**src/rtl/gfx_pkg.sv**
```systemverilog
// Graphics-controller constants shared by the sprite ROM path.
package gfx_pkg;

  localparam int SPRITE_ADDR_W  = 14;
  localparam int SPRITE_DATA_W  = 8;
  localparam int SPRITE_ROM_LAT = 2;

  typedef logic [SPRITE_ADDR_W-1:0] sprite_addr_t;
  typedef logic [SPRITE_DATA_W-1:0] sprite_data_t;

endpackage

```
**src/rtl/rr_pick.sv**
```systemverilog
// Combinational round-robin select: the first requester after i_last (wrapping) wins.
module rr_pick #(
  parameter int N  = 4,
  parameter int IW = (N > 1) ? $clog2(N) : 1
) (
  input  logic [N-1:0]  i_req,
  input  logic [IW-1:0] i_last,
  output logic [N-1:0]  o_gnt
);

  logic          w_found;
  logic [IW-1:0] w_idx;

  always_comb begin
    o_gnt   = '0;
    w_found = 1'b0;
    w_idx   = '0;
    for (int k = 1; k <= N; k++) begin
      w_idx = IW'((int'(i_last) + k) % N);
      if (!w_found && i_req[w_idx]) begin
        o_gnt[w_idx] = 1'b1;
        w_found      = 1'b1;
      end
    end
  end

endmodule

```
**src/rtl/sprite_rom_arbiter.sv**
```systemverilog
// Shares the single-port sprite ROM between N_REQ fetchers: round-robin grant with
// bounded burst lock, and a grant-tagged response pipeline matching the ROM latency.
module sprite_rom_arbiter
  import gfx_pkg::*;
#(
  parameter int N_REQ     = 4,
  parameter int ADDR_W    = SPRITE_ADDR_W,
  parameter int DATA_W    = SPRITE_DATA_W,
  parameter int ROM_LAT   = SPRITE_ROM_LAT,
  parameter int MAX_BURST = 16
) (
  input  logic                    clk,
  input  logic                    reset,
  input  logic [N_REQ-1:0]        req,
  input  logic [N_REQ-1:0]        lock,
  input  logic [N_REQ*ADDR_W-1:0] req_addr,
  output logic [N_REQ-1:0]        gnt,
  output logic [ADDR_W-1:0]       rom_addr,
  input  logic [DATA_W-1:0]       rom_q,
  output logic [N_REQ-1:0]        rsp_valid,
  output logic [DATA_W-1:0]       rsp_data
);

  localparam int IW = (N_REQ > 1) ? $clog2(N_REQ) : 1;
  localparam int CW = (MAX_BURST > 1) ? $clog2(MAX_BURST) : 1;

  logic [IW-1:0]    r_last;
  logic [CW-1:0]    r_burst_cnt;
  logic             r_lock_vld;
  logic [N_REQ-1:0] r_pipe [ROM_LAT];

  logic [N_REQ-1:0] w_pick;
  logic             w_lock_hit;
  logic [IW-1:0]    w_win_idx;
  logic             w_any;

  rr_pick #(.N(N_REQ), .IW(IW)) u_pick (
    .i_req  (req),
    .i_last (r_last),
    .o_gnt  (w_pick)
  );

  // Handshake: req[i] with req_addr held stable until the cycle gnt[i]=1, which is
  // the accept; the response returns on rsp_valid[i] exactly ROM_LAT cycles later.
  assign w_lock_hit = r_lock_vld && req[r_last] && (int'(r_burst_cnt) < MAX_BURST - 1);

  always_comb begin
    gnt = '0;
    if (!reset) gnt = w_lock_hit ? (N_REQ'(1) << r_last) : w_pick;
  end

  always_comb begin
    w_win_idx = '0;
    for (int i = 0; i < N_REQ; i++) begin
      if (gnt[i]) w_win_idx = IW'(i);
    end
  end

  assign w_any    = |gnt;
  assign rom_addr = w_any ? req_addr[w_win_idx*ADDR_W +: ADDR_W] : '0;

  always_ff @(posedge clk or posedge reset) begin
    if (reset) begin
      r_last      <= IW'(N_REQ - 1);
      r_burst_cnt <= '0;
      r_lock_vld  <= 1'b0;
    end else if (w_any) begin
      r_last      <= w_win_idx;
      r_burst_cnt <= w_lock_hit ? r_burst_cnt + 1'b1 : '0;
      r_lock_vld  <= lock[w_win_idx];
    end else begin
      r_lock_vld  <= 1'b0;
    end
  end

  // Flushing the grant pipe on reset drops in-flight reads silently.
  always_ff @(posedge clk or posedge reset) begin
    if (reset) begin
      for (int s = 0; s < ROM_LAT; s++) r_pipe[s] <= '0;
    end else begin
      r_pipe[0] <= gnt;
      for (int s = 1; s < ROM_LAT; s++) r_pipe[s] <= r_pipe[s-1];
    end
  end

  assign rsp_valid = r_pipe[ROM_LAT-1];
  assign rsp_data  = rom_q;

endmodule

```
**config.mk**
```make
export PLATFORM = sky130hd
export DESIGN_NAME = sprite_rom_arbiter
export DESIGN_NICKNAME = d
export VERILOG_FILES = /design/src/rtl/gfx_pkg.sv /design/src/rtl/rr_pick.sv /design/src/rtl/sprite_rom_arbiter.sv
export SDC_FILE = /design/constraint.sdc
export NUM_CORES = 1
export LEC_CHECK = 0
export CORE_MARGIN = 2
export CORE_UTILIZATION = 33
export CTS_CLUSTER_SIZE = 8
export DETAILED_ROUTE_END_ITERATION = 7
export PLACE_DENSITY_LB_ADDON = 0.3
export SLEW_MARGIN = 40
export SYNTH_ARGS = -nofsm -noshare
export SYNTH_HDL_FRONTEND = slang
export SYNTH_SLANG_ARGS = --single-unit
```
**constraint.sdc**
```tcl
create_clock -name clk -period 3.7 [get_ports clk]
set_input_delay 0.925 -clock clk [delete_from_list [all_inputs] [get_ports clk]]
set_output_delay 0.925 -clock clk [all_outputs]
set_load 0.01 [all_outputs]
```
==> results.cfg, run 1 <==
[run_status]
status = finished, violations left
violations = setup timing

[worst_hold_path]
holdCritStartpoint = r_pipe[7]
hp-class = reg -> reg
min_path_cells = 0

[setup_path]
crit_path_cell_trace = buf_8 > mux4_2 > nand3b_1 > a2111oi_4 > and3b_2 > a211o_4 > buf_12 > mux2i_1 > o21ai_1 > buf_2
cp-end-kind = output pin
worstSetupPathType = in -> out
crit_fanout = 8
r2r_cells = 12
r2r-start = r_last[0]
slowest_stage = mux4_2
worstSetupStartpointType = primary input
crit_start = req[1]
worstPathArrival_ns = 3.19
cpPeakStageDelay_ns = 0.48
required_ns = 2.77
r2r_setup_slack_ns = 0.48

[cells_and_area]
syn2layout_area_growth_pct = 84.00
drive_gt1_frac = 0.3490
fin_area_sq_um = 2979
final_nets = 382
num_antenna_cells = 0
instances_no_fill = 365

[global_route]
antenna_found_initial = 0
grt_pass1_vias = 1800
grt_usage = 0.1924
grt_pass1_wl_um = 8376
grt_overflow = 0
grt_max_degree = 16

[synthesis]
yosysTopAreaCell = dfrtp_1
syn_inst = 174
seq_area_frac_synth = 0.2334
synth_ff_type = dfrtp_1
netlist.area_leader.share = 0.2009
synthXorXnorAreaFrac = 0
synth-compound-area-share = 0.2226
synth_adder_area_share = 0.06955
ys_ff_latch = 15
async_flop_share = 1.000
synth_mux_area_frac = 0.1955
synth_top_family_by_area = compound AO/OA/AOI/OAI gates
synth-edff-count = 0
synth.most_common_cell = mux2i_1
synth_area_sq_um = 1619
synth.avg_cell_area_sq_um = 9.305
synth_area_leaders = dfrtp_1 (20%), mux2i_1 (12%), a22oi_1 (7.0%)
ys_types = 46
synth_nets = 257
synth-simple-area-share = 0.1631
synth_common_cells = mux2i_1 (20), a22oi_1 (15), buf_4 (14)
ys_warn_count = 0

[placed_design]
gp_congestion = 0.8438
dpl.hpwl_um = 3989
post_dp_cell_area_sq_um = 2811
port_buffers = 87
place_inst = 350

[timing]
finalHoldViolCount = 0
finalSetupViolCount = 15
rsz0062_at_grt = yes
slew-limit-headroom = 0.7604
tns_ns = -5.039
drv_slew = 0
min_period_ns = 4.110
worst_slack_ns = -0.4103
clock-skew-final_ns = 0.001281
max_freq_ghz = 0.2433
tightest_slew_ns = 0.3544
finalCritPeriodShare = 1.111
fin_hold_ws_ns = 0.3472

[die]
io-pin-count = 104
dieArea_sq_um = 5483
start_util = 0.3428
coreArea_sq_um = 4723
die_y_um = 74.05
row_count = 25
fp.dieW_um = 74.05

[route]
routed_wl_um = 5483
drt_iter0_drc = 89
drtPass1Iterations = 4
wire_per_inst_um = 15.02
vias = 1846
ant_nets = 0
route.detailed.drc = 0
drt-vias-per-instance = 5.058

[power_and_ir_drop]
peakVddDrop_mv = 0.3520
p_sw_mw = 1.097
p_int_mw = 1.450
combinationalPowerShare = 0.851
power.density_nw_per_um2 = 855.1
p_seq_frac = 0.099
switching_share = 0.4307
p_leak_nw = 1.384
p_clk_frac = 0.051

[clocking]
cts_root_buf = clkbuf_8
h-tree-depth = 1
numClockSinks = 15
insertion_delay_ns = 0.25
cts_tree = yes
clk_path_buf_depth = 2
cts_buffers = 3
cts.clk_slew.worst_paths_ns = 0.06

[job]
drv_cap = 0
-- metrics by stage --
| step | total power, mW | util | worst slack, ns |
|---|---|---|---|
| 2_1_floorplan | 1.392 | - | -0.1920 |
| 3_3_place_gp | 2.245 | 0.5952 | -1.199 |
| 3_5_place_dp | 2.264 | 0.5952 | -1.237 |
| 4_1_cts | 2.494 | 0.6268 | -0.3293 |
| 5_1_grt | 2.735 | 0.6307 | -0.4983 |
| 6_report | 2.547 | 0.6307 | -0.4103 |
-- logic make-up (layout without fill, tap and decap cells) --
logic type	after synthesis	after routing
simple gates	44	45
mux	26	26
flops	15	15
fa+ha+maj	9	9
buf+inv	27	150
compound gates	53	53
-- layout make-up --
type,instances,area (sq um)
Fill cell,377,1744
Timing Repair Buffer,139,1276
Multi-Input combinational cell,133,1170
Sequential cell,15,377.9
Tap cell,67,83.83
Clock buffer,4,45.04
Inverter,7,26.28
-- state kept, by name (all words and copies together) (netlist names) --
register	flops
rsp_valid	4
r_last	2
r_burst_cnt	4
r_pipe	4
r_lock_vld	1
-- final timing paths --
path	to
worst max-delay path	rom_addr[4]
worst min-delay path	rsp_valid[3]
worst max register to register	r_burst_cnt[3]
worst min register to register	rsp_valid[3]
max in group asynchronous	r_last[1]
min in group asynchronous	r_burst_cnt[0]
-- repair_timing --
action | 4_1_cts | 5_1_grt
resized for setup | 101 | 7
endpoints found under the setup margin | 18 | 18
gates cloned | 2 | 0
hold buffers | 0 | 0
buffers inserted | 9 | 0
pin swaps | 4 | 0
-- worst max-delay path, delay by kind of cell --
kind / cells / cell delay, ns
AOI/OAI and AO/OA: 3 / 0.76
muxes: 2 / 0.59
and+or+nand+nor: 2 / 0.47
buffers and inverters: 3 / 0.44
-- power groups by stage --
stage | clock (mW) | combinational (mW) | sequential (mW)
final | 0.129 | 2.17 | 0.251
after floorplan | 0 | 1.13 | 0.264
after global routing | 0.139 | 2.34 | 0.255
after CTS | 0.133 | 2.11 | 0.251
after detailed placement | 0 | 2.01 | 0.252
after global placement | 0 | 1.99 | 0.252
-- cells in the final DEF (no fill, tap or decap), drive strengths merged, types with 2 or more instances in the layout --
cell           synthesis  final
buf                   19     71
clkdlybuf4s50          0     66
mux2i                 20     20
o21ai                 19     19
a22oi                 15     15
dfrtp                 13     13
nand2                  9      9
ha                     9      9
inv                    7      7
nand3b                 5      5
nor2b                  5      5
clkbuf                 1      5
mux4                   4      4
nand3                  4      4
a2111oi                4      4
a21oi                  4      4
nand2b                 3      4
nand4                  3      3
and3                   3      3
or2                    3      3
or3                    2      2
o211ai                 2      2
mux2                   2      2
o22ai                  2      2
dfstp                  2      2
a211o                  2      2
-- per-layer routing --
metal  share of wire  GRT usage
met1            0.44     0.2616
met5               0          0
met3           0.032    0.01897
met4           0.011    0.05859
met2            0.52     0.3224
No activity file was read; power rests on OpenSTA's default activity.
==> inputs of run 2 (changes only) <==
--- a/config.mk
+++ b/config.mk
@@ -7,4 +7,5 @@
 export LEC_CHECK = 0
+export ABC_CLOCK_PERIOD_IN_PS = 3700
 export CORE_MARGIN = 2
-export CORE_UTILIZATION = 33
+export CORE_UTILIZATION = 31
 export CTS_CLUSTER_SIZE = 8
==> constraint.sdc (replaced) <==
create_clock -name clk -period 3.7 [get_ports clk]
set_input_delay 1.11 -clock clk [delete_from_list [all_inputs] [get_ports clk]]
set_output_delay 1.11 -clock clk [all_outputs]
set_load 0.01 [all_outputs]
==> run 2 against run 1 <==
Net effect: the flow still finishes with violations (setup timing); core utilization fell by 3.7 points; register-to-register slack is essentially flat; critical path depth stayed put; combinational power decreased by 2%; global-route usage fell by 1.1 points; flip-flop and latch count unchanged; largest cell class unchanged; highest routed layer unchanged.
==> results.cfg, run 2 (synthesis gave the netlist of run 1 again) <==
[clocking]
insertion_delay_ns = 0.25
cts.clk_slew.worst_paths_ns = 0.06
numClockSinks = 15
clk_path_buf_depth = 2
cts_buffers = 3
cts_tree = yes
cts_root_buf = clkbuf_8
h-tree-depth = 1

[cells_and_area]
final_nets = 380
fin_area_sq_um = 3013
drive_gt1_frac = 0.3851
multi_input_area_sq_um = 1222
regArea_sq_um = 377.9
num_antenna_cells = 0
syn2layout_area_growth_pct = 86.09
final_common_cell = clkdlybuf4s50_1
final_util = 0.5937
fillers = 463
layout_common_cells = clkdlybuf4s50_1 (65), buf_4 (40), mux2i_1 (16)

[global_route]
antenna_found_initial = 0
grt_usage = 0.1812
grt_overflow = 0
grt_max_degree = 16
grt_pass1_vias = 1750
grt_pass1_wl_um = 8576

[worst_hold_path]
hp-class = reg -> reg

[route]
drt-vias-per-instance = 4.902
drt_iter0_drc = 68
vias = 1794
routed_wl_um = 5183
route.detailed.drc = 0
drtPass1Iterations = 4
wire_per_inst_um = 14.16
ant_nets = 0

[setup_path]
cp-end-kind = output pin
required_ns = 2.59
worstPathArrival_ns = 3.33
r2r_cells = 11
crit_start = req[1]
crit_fanout = 8
worstSetupStartpointType = primary input
r2r_setup_slack_ns = 0.47
worstSetupPathType = in -> out
critPathCapture = rom_addr[9]
r2r-start = r_last[1]
r2r-end = r_burst_cnt[3]

[timing]
tightest_slew_ns = 0.3920
max_freq_ghz = 0.2250
clock-skew-final_ns = 0.002376
slew-limit-headroom = 0.7382
worst_slack_ns = -0.7441
fin_hold_ws_ns = 0.3466
finalHoldViolCount = 0
min_period_ns = 4.444
rsz0062_at_grt = yes
finalCritPeriodShare = 1.201
drv_slew = 0
finalSetupViolCount = 18

[placed_design]
dpl_worst_slack_ns = -1.629
gp_congestion = 0.8309
port_buffers = 87
post_dp_cell_area_sq_um = 2778
dpl.hpwl_um = 3941

[power_and_ir_drop]
power.density_nw_per_um2 = 827.9
p_leak_nw = 1.369
power.total_mw = 2.494
peakVddDrop_mv = 0.3517

[die]
io-pin-count = 104
dieArea_sq_um = 5817
die_y_um = 76.27
row_count = 26
fp.dieW_um = 76.27
start_util = 0.3190
coreArea_sq_um = 5075

[run_status]
violations = setup timing
status = finished, violations left

[job]
drv_cap = 0
[run 2: cell types whose count changed in the layout (fill, tap and decap cells not counted), moves of 2 or more]
cell     previous run  this run
buf_6               3        14
buf_4              46        40
o21ai_1            14         8
o21ai_2             1         7
mux2i_1            19        16
mux2i_2             1         4
buf_8               3         1
nand2_1             8         6
nand2_4             0         2
or3_1               2         0
or3_4               0         2
[run 2: metal layers]
layer | share of wire | vias to the layer above | track usage
li1 | - | 898 | -
met1 | 0.44 | 846 | 0.2426
met2 | 0.50 | 42 | 0.2991
met3 | 0.035 | 8 | 0.02251
met4 | 0.016 | 0 | 0.06727
met5 | 0 | - | 0
[run 2: how the worst min path moves through the flow]
stage	start	to	slack, ns	cells past startpoint
after floorplan	r_pipe[4]	rsp_valid[0]	0.33	0
after global placement	r_pipe[6]	rsp_valid[2]	0.33	0
after detailed placement	r_pipe[6]	rsp_valid[2]	0.33	0
after CTS	r_pipe[6]	rsp_valid[2]	0.35	0
after global routing	r_pipe[6]	rsp_valid[2]	0.35	0
final	r_pipe[6]	rsp_valid[2]	0.35	0
[run 2: what timing repair did]
item                       4_1_cts  5_1_grt
pin swaps                       15       17
setup endpoints to repair       20       18
buffers inserted                 9        3
cloned                           1        0
gates resized for setup        121       19
hold buffers                     0        0
[run 2: metrics by stage]
| step | std cells | TNS, ns |
|---|---|---|
| detailed placement | 354 | -28.73 |
| floorplan | 174 | -7.065 |
| global placement | 354 | -28.21 |
| CTS | 366 | -12.04 |
| finish | 366 | -11.13 |
| global route | 366 | -12.69 |
[run 2: critical path, cell delays in order]
cell and delay, ns:
buf_8 0.10, mux4_2 0.49, buf_6 0.15, nand3b_1 0.21
a2111oi_4 0.36, a211o_1 0.25, nand3b_1 0.21, nand2b_4 0.24
o21ai_2 0.08, buf_2 0.14
[run 2: final cells by class]
type	count	share of cell area
repair buffers	137	0.4161
multi-input cells	133	0.4057
flip-flops and latches	15	0.1254
well taps	70	0.02907
clock buffers	4	0.01495
inverters	7	0.008721
[run 2: report_power, final]
| part | switching [mW] | total [mW] | internal (mW) |
|---|---|---|---|
| combinational | 1.01 | 2.12 | 1.11 |
| clock | 0.0527 | 0.129 | 0.0762 |
| sequential | 0.0229 | 0.246 | 0.223 |
| total | 1.08 | 2.49 | 1.41 |
==> inputs of run 3 (changes only) <==
Settings changed: CORE_MARGIN 2 to 4, CTS_BUF_LIST set to sky130_fd_sc_hd__clkbuf_16.
==> run 3 against run 2 <==
Net effect: clock skew grew 0.00059 ns; largest power group unchanged; the run still ends with setup timing left; sequential share of layout area fell by 0.25 points; clock power grew 56%; core utilization is 1.2 points higher; total power is 3.4% higher; first-iteration DRC count fell by 59%; sequential power about the same; final cell count up 2.5%; clock-buffer cell count decreased by 1; global-route usage fell by 1.5 points.
==> results.cfg, run 3 (synthesis gave the netlist of run 1 again) <==
[route]
vias = 1852
route.detailed.drc = 0
routed_wl_um = 5559
drtPass1Iterations = 4
drt_iter0_drc = 28
ant_nets = 0
wire_per_inst_um = 14.82
drt-vias-per-instance = 4.939

[clocking]
insertion_delay_ns = 0.24
cts_tree = yes
cts_root_buf = clkbuf_16
numClockSinks = 15
cts.clk_slew.worst_paths_ns = 0.04
clk_path_buf_depth = 2
h-tree-depth = 1
hold_buffers = 0
cts_buffers = 3

[placed_design]
place_inst = 360
gp_congestion = 0.8405
port_buffers = 87
dpl.hpwl_um = 4218

[die]
fp.dieW_um = 80.27
io-pin-count = 104
dieArea_sq_um = 6443
die_y_um = 80.27
row_count = 26
coreArea_sq_um = 5075
start_util = 0.3190

[timing]
finalCritPeriodShare = 1.227
rsz0062_at_grt = yes
slew-limit-headroom = 0.6978
clock-skew-final_ns = 0.002962
worst_slack_ns = -0.8393
tns_ns = -12.68
finalHoldViolCount = 0
drv_slew = 0
min_period_ns = 4.539
finalSetupViolCount = 18
tightest_slew_ns = 0.4513
max_freq_ghz = 0.2203

[job]
drv_cap = 0

[setup_path]
r2r_cells = 12
cp-end-kind = output pin
r2r-end = r_burst_cnt[1]
crit_start = req[2]
r2r_setup_slack_ns = 0.49
r2r-start = r_last[0]
cpPeakStageDelay_ns = 0.45
crit_path_cell_trace = buf_8 > buf_6 > mux4_2 > nand3b_1 > a2111oi_4 > and3b_1 > a211o_4 > buf_12 > mux2i_1 > o21ai_1 > buf_2
worstPathArrival_ns = 3.43
critPathTopFamily = compound AO/OA/AOI/OAI gates
crit_fanout = 8
required_ns = 2.59
critPathCapture = rom_addr[13]
worstSetupPathType = in -> out
worstSetupStartpointType = primary input
crit_cells = 11
slowest_stage = mux4_2
cp.buffers_inverters = 4

[global_route]
grt_usage = 0.1664
grt_max_degree = 13
grt_pass1_wl_um = 8618
grt_overflow = 0
grt_pass1_vias = 1895
antenna_found_initial = 0

[worst_hold_path]
min_path_cells = 0
hp-class = reg -> reg

[cells_and_area]
num_antenna_cells = 0
final_common_cell = clkdlybuf4s50_1
instances_no_fill = 375
syn2layout_area_growth_pct = 89.88
drive_gt1_frac = 0.3803
final_nets = 389
layout_common_cells = clkdlybuf4s50_1 (65), buf_4 (49), mux2i_1 (20)

[run_status]
status = finished, violations left
violations = setup timing

[power_and_ir_drop]
peakVddDrop_mv = 0.3241
p_leak_nw = 1.442
power.density_nw_per_um2 = 838.8
## run 3: where the power goes
group          total (mW)  switching (mW)  leakage, nW  internal, mW
clock               0.201          0.0585       0.0423         0.142
combinational        2.13            1.02         1.20          1.12
sequential          0.243          0.0199        0.195         0.223
total                2.58            1.09         1.44          1.49
## run 3: layout make-up
| type | instances | area [sq um] |
|---|---|---|
| Clock inverter | 1 | 3.754 |
| Multi-Input combinational cell | 133 | 1202 |
| Tap cell | 70 | 87.58 |
| Timing Repair Buffer | 146 | 1301 |
| Clock buffer | 3 | 75.07 |
| Sequential cell | 15 | 377.9 |
| Inverter | 7 | 26.28 |
| Fill cell | 464 | 2001 |
## run 3: worst reg2reg max path, cell delays in order (launching register included)
cell	delay, ns
dfstp_2	0.52
inv_1	0.05
ha_1	0.38
mux4_2	0.40
buf_4	0.17
a21oi_2	0.16
a2111oi_4	0.09
a211o_1	0.35
nand3b_1	0.26
buf_4	0.21
or2_1	0.24
buf_4	0.15
mux2i_1	0.11
## run 3: stage by stage
stage,setup WS (ns),util,hold slack (ns),power [mW],cell area [sq um]
global route,-0.9933,0.6058,0.3523,2.774,3074
detailed placement,-1.648,0.5562,0.3347,2.250,2823
CTS,-0.8276,0.5934,0.3448,2.526,3012
floorplan,-0.5620,-,0.3312,1.367,1664
finish,-0.8393,0.6058,0.3443,2.579,3074
global placement,-1.613,0.5562,0.3331,2.229,2823
## run 3: worst min-delay path by stage
stage	slack, ns	start	endpoint
2_1_floorplan	0.33	r_pipe[4]	rsp_valid[0]
3_5_place_dp	0.33	r_pipe[4]	rsp_valid[0]
4_1_cts	0.34	r_pipe[4]	rsp_valid[0]
3_3_place_gp	0.33	r_pipe[5]	rsp_valid[1]
6_report	0.34	r_pipe[4]	rsp_valid[0]
5_1_grt	0.35	r_pipe[7]	rsp_valid[3]
## run 3: timing repair
action                     CTS  global route
setup buffers               11             1
resized for setup          117            12
pin swaps                    9             6
cloned                       2             0
setup endpoints to repair   22            18
## run 3: per-layer routing
| layer | wire [um] | part of all wire | GRT usage |
|---|---|---|---|
| met3 | 199 | 0.036 | 0.02130 |
| met1 | 2370 | 0.43 | 0.2056 |
| met2 | 2956 | 0.53 | 0.2997 |
| met5 | 0 | 0 | 0 |
| met4 | 33 | 0.0059 | 0.04730 |
